File: src/rtl/tdm_pkg.sv
// Shared types and constants for the 16-channel TDM transmit path.
package tdm_pkg;

    localparam int NCH   = 16;
    localparam int SEL_W = 4;

    typedef enum logic [1:0] {
        IDLE,
        LOAD,
        SCAN
    } state_t;

endpackage

File: src/rtl/slot_timer.sv
// Slot sequencer: a dwell counter that paces DWELL cycles per slot and a
// 4-bit slot counter that advances (and wraps 15->0) at each slot end.
module slot_timer
    import tdm_pkg::*;
#(
    parameter int DWELL = 4
) (
    input  logic             clk,
    input  logic             clr,
    input  logic             run,
    output logic [SEL_W-1:0] slot,
    output logic             slot_end,
    output logic             last
);

    localparam int DW_W = (DWELL > 1) ? $clog2(DWELL) : 1;

    logic [DW_W-1:0]  r_dwell;
    logic [SEL_W-1:0] r_slot;
    logic             w_slot_end;

    assign w_slot_end = (r_dwell == DW_W'(DWELL - 1));
    assign slot       = r_slot;
    assign slot_end   = w_slot_end;
    assign last       = w_slot_end && (r_slot == SEL_W'(NCH - 1));

    // Advance dwell every running cycle; step the slot when a dwell period ends.
    always_ff @(posedge clk) begin
        if (clr) begin
            r_dwell <= '0;
            r_slot  <= '0;
        end else if (run) begin
            if (w_slot_end) begin
                r_dwell <= '0;
                r_slot  <= r_slot + 1'b1;
            end else begin
                r_dwell <= r_dwell + 1'b1;
            end
        end
    end

endmodule

File: src/rtl/tdm_mux16.sv
// 16-to-1 TDM transmitter: snapshots 16 parallel bits and serialises them
// one per slot with the slot address for the downstream demultiplexer.
module tdm_mux16
    import tdm_pkg::*;
#(
    parameter int DWELL = 4
) (
    input  logic        clk,
    input  logic        rst,
    input  logic [16:1] d,
    input  logic        start,
    input  logic        cont,
    input  logic        stop,
    output logic        q,
    output logic [3:0]  sel,
    output logic        valid,
    output logic        frame,
    output logic        done
);

    state_t           r_state;
    logic [NCH-1:0]   r_snap;
    logic             r_frame;
    logic             r_done;

    logic [SEL_W-1:0] w_slot;
    logic             w_slot_end;
    logic             w_last;
    logic             w_scan;
    logic             w_clr;

    assign w_scan = (r_state == SCAN);
    // Counters sit at zero whenever not scanning, so LOAD always hands SCAN slot 0 / dwell 0.
    assign w_clr  = rst || !w_scan;

    slot_timer #(.DWELL(DWELL)) u_timer (
        .clk      (clk),
        .clr      (w_clr),
        .run      (w_scan),
        .slot     (w_slot),
        .slot_end (w_slot_end),
        .last     (w_last)
    );

    // Frame sequencing FSM with snapshot capture and registered frame/done pulses.
    always_ff @(posedge clk) begin
        if (rst) begin
            r_state <= IDLE;
            r_snap  <= '0;
            r_frame <= 1'b0;
            r_done  <= 1'b0;
        end else begin
            r_frame <= 1'b0;
            r_done  <= 1'b0;
            case (r_state)
                IDLE: begin
                    if (start && !stop) r_state <= LOAD;
                end
                LOAD: begin
                    if (stop) begin
                        r_state <= IDLE;
                    end else begin
                        r_state <= SCAN;
                        r_snap  <= d;
                        r_frame <= 1'b1;
                    end
                end
                SCAN: begin
                    if (stop) begin
                        r_state <= IDLE;
                    end else if (w_slot_end) begin
                        if (w_last) begin
                            if (cont) begin
                                r_snap  <= d;
                                r_frame <= 1'b1;
                            end else begin
                                r_state <= IDLE;
                                r_done  <= 1'b1;
                            end
                        end
                    end
                end
                default: r_state <= IDLE;
            endcase
        end
    end

    assign valid = w_scan;
    assign sel   = w_scan ? w_slot : '0;
    assign q     = w_scan && r_snap[w_slot];
    assign frame = r_frame;
    assign done  = r_done;

endmodule

File: config.mk
export PLATFORM = sky130hd
export DESIGN_NAME = tdm_mux16
export DESIGN_NICKNAME = d
export VERILOG_FILES = /design/src/rtl/tdm_pkg.sv /design/src/rtl/slot_timer.sv /design/src/rtl/tdm_mux16.sv
export SDC_FILE = /design/constraint.sdc
export NUM_CORES = 1
export LEC_CHECK = 0
export ABC_AREA = 1
export CORE_MARGIN = 4
export CORE_UTILIZATION = 40
export CTS_BUF_LIST = sky130_fd_sc_hd__clkbuf_8
export CTS_CLUSTER_SIZE = 25
export DETAILED_ROUTE_END_ITERATION = 6
export SETUP_SLACK_MARGIN = 0.15
export SLEW_MARGIN = 20
export SYNTH_ARGS = -nofsm -noshare
export SYNTH_HDL_FRONTEND = slang
export SYNTH_SLANG_ARGS = --single-unit
export TNS_END_PERCENT = 20
File: constraint.sdc
create_clock -name clk -period 1.71 [get_ports clk]
set_input_delay 0.513 -clock clk [delete_from_list [all_inputs] [get_ports clk]]
set_output_delay 0.513 -clock clk [all_outputs]
set_load 0.1 [all_outputs]
==> impl_results.md <==
* Die Height at slightly below 70 µm
* Design Power at ~0.0015 W
* Reg-to-reg endpoint: r_snap[11]
* Die span in x at 67.8 µm
* Netlist cell types at 21
* DRC at 0
* Critical Path AT at between 1.5 and 2 ns
* PortBufs at 28
* Max cap viols at 0
* Skew-Pair Late Insertion Delay at between 0.2 and 0.3 ns
* Antenna violations before repair at 0
* Post-CTS Hold Buffers at 0
* Clock buffer depth at 2
* Crit path capture type: output port
* Fin. max-slew vios at 0
* Synthesized area at approximately 1400 µm²
* Headroom to the max-slew limit at between 70% and 80%
* Combinational Power Share at 28.5%
* Setup Skew at 0.00460 ns
* Routed WL at 3.60 mm
* Setup violators final at 6
* Reg-to-reg setup timing slack at 0.05 ns
* Max FO, Critical Path at 6
* Failing checks: setup timing
* #FFs+latches synth at 26
* WHS Path Cells at 1
* RD Place Congestion at 0.836
* Worst-margin pin slew at 0.447 ns
* WL/cell at 11.8 µm
* Total clock buffers created by CTS at 3
* RSZ-0062 raised after global routing: yes
* Worst R2R Path Depth at 10
* Internal power at 0.00105 W
* Synth Area per Inst at 6.66 µm²
* Switch share at 29.8%
* Clock transition at path regs at 0.09 ns
* DR pass1 iterations at 4
* Initial Util at between 40% and 50%
* Min-delay src: u_timer.r_dwell[0]
* Core Util, Final at 64.7%
* Post-route setup slack at -0.311 ns
* GRT overflow at 0
* Nets at 287
* Largest net degree at the start of global routing at 20
* Mapped Nets at 241
* Pleak at 0.903 nW
* Power Dens Cells at a little under 700 nW/µm²
* Core footprint at about 3400 µm²
* Final hold violation count at 0
* Post-Synthesis Cells at 215
* Total Die Area at 4600 µm²
* Clock sinks at 26
* Yosys warning total at 0
* Fraction of registers with async set/reset at 0%
* Placed cell count at 297
* TritonCTS clock tree: built
* Wire length of the first global-routing pass at between 6 and 7 mm
* Sw power at 0.000443 W
* Minimum clock period at 2.02 ns
* GRT Util Overall at 18.0%
* DRT iter0 DRCs at between 50 and 60
* WP data required at 1.20 ns
* EDFF count, synth at 0
* Post-route insts no fill at 306
* Sequential Power Share at 44.5%
* Synth-to-Final Area Change at 53.2%
* Antenna fix cells at 0
* Hold Path End: u_timer.r_dwell[0]
* Number of global-route vias before repair at 1527
* # rows at 21
* Clock Power Share at 27.0%
* Root Driver: clkbuf_8
* Fin crit share at 118%
* Max VDD drop at 0.452 mV
* Register area share after synthesis at 36.4%
* Via-to-Cell Ratio at 4.80
* Outcome: finished, violations left
* Antenna-violating nets left at 0
* Post-DP HPWL at 2.54 mm
* Vias at 1468
* Setup crit start kind: flop
* WS Path Type: reg2out
* Share of layout cells above drive strength 1 at around 28%
* Synth Flop Type: dfxtp_1
* H-tree level count at 1
* IO Pins at 29
* Min-Delay Path Class: reg2reg
* Worst r2r src: u_timer.slot[0]
* FMAX at 0.495 GHz
-- cells in the mapped netlist, drive strengths merged (4+ instances only) --
| master | instances | area (µm²) |
|---|---|---|
| a21oi | 6 | 30.0 |
| buf | 4 | 35.0 |
| nor2 | 42 | 160 |
| ha | 5 | 62.6 |
| inv | 32 | 120 |
| nand3b | 16 | 120 |
| nor3 | 5 | 36.3 |
| nand3 | 14 | 75.1 |
| dfxtp | 26 | 521 |
| nand2 | 55 | 211 |
| o21ai | 5 | 36.3 |
-- layout by cell type (no fill, tap or decap), types with 5 or more instances in the layout --
cell type / instances
buf_12: 10
clkdlybuf4s50_1: 20
nand2_2: 9
a21oi_1: 5
inv_1: 22
nand3_2: 9
dfxtp_1: 22
nor2_1: 40
nand3b_1: 16
nand2_1: 45
buf_4: 13
-- power groups by stage --
stage / combinational, W / sequential (W) / clock [W]
after global placement: 0.000383 / 0.000676 / 0
after detailed placement: 0.000395 / 0.000677 / 0
after floorplan: 0.000265 / 0.000675 / 0
final: 0.000425 / 0.000662 / 0.000402
after global routing: 0.000471 / 0.000666 / 0.000438
after CTS: 0.000423 / 0.000662 / 0.000414
-- cells by family after synthesis --
| group | count (synthesis) | share of synthesized area (%) |
|---|---|---|
| buffers and inverters | 39 | 11.6 |
| AND/OR/NAND/NOR | 134 | 43.0 |
| flip-flops | 26 | 36.4 |
| adder cells (fa/ha/maj) | 5 | 4.37 |
| AO/OA/AOI/OAI | 11 | 4.63 |
-- worst max-delay path by stage --
stage / startpoint / to / slack [ns]
after floorplan: r_state[0] / q / -0.28
after global placement: u_timer.slot[0] / q / -0.11
after detailed placement: stop / r_snap[11] / -0.18
after CTS: u_timer.slot[0] / q / -0.30
after global routing: u_timer.slot[0] / q / -0.40
final: u_timer.slot[0] / q / -0.31
-- per-layer routing --
metal	wire length, µm	vias up	share of wire, %	GRT usage [%]
li1	-	750	-	-
met1	1630	684	45	21.1
met2	1810	28	50	33.2
met3	113	6	3.1	2.30
met4	47	0	1.3	6.45
met5	0	-	0	0
-- flip-flops by register name, summed over array words and instances (netlist names) --
| register | flops |
|---|---|
| u_timer.slot | 4 |
| r_state | 2 |
| u_timer.r_dwell | 2 |
| done | 1 |
| r_snap | 16 |
| frame | 1 |
-- repair_timing --
action	4_1_cts	5_1_grt
cloned	0	0
endpoints found under the setup margin	24	24
setup buffers	4	1
endpoints found under the hold margin	0	0
pin swaps	42	9
resized for setup	29	4
-- critical path, cell delays in order, from the launching register on --
cell,delay [ns]
dfxtp_4,0.38
buf_6,0.14
nand2_1,0.06
nand3_1,0.09
nand3_2,0.09
nand3_2,0.10
a21oi_4,0.19
buf_12,0.19
-- layout make-up --
| type | count | area, µm² |
|---|---|---|
| clock buffer | 4 | 55.1 |
| inverter | 33 | 146 |
| timing repair buffer | 47 | 543 |
| multi-input combinational | 150 | 863 |
| sequential | 26 | 528 |
| fill | 297 | 1200 |
| tap | 46 | 57.6 |
-- stage by stage --
stage	TNS (ns)	worst slack, ns	instance area, µm²	hold WS (ns)
final	-0.529	-0.311	2190	0.448
after global routing	-1.42	-0.395	2190	0.458
after CTS	-0.534	-0.300	2170	0.446
after detailed placement	-2.59	-0.175	1990	0.432
after global placement	-1.26	-0.107	1990	0.419
after floorplan	-0.721	-0.276	1500	0.408
Note: power is estimated with default switching activity, not from simulation.
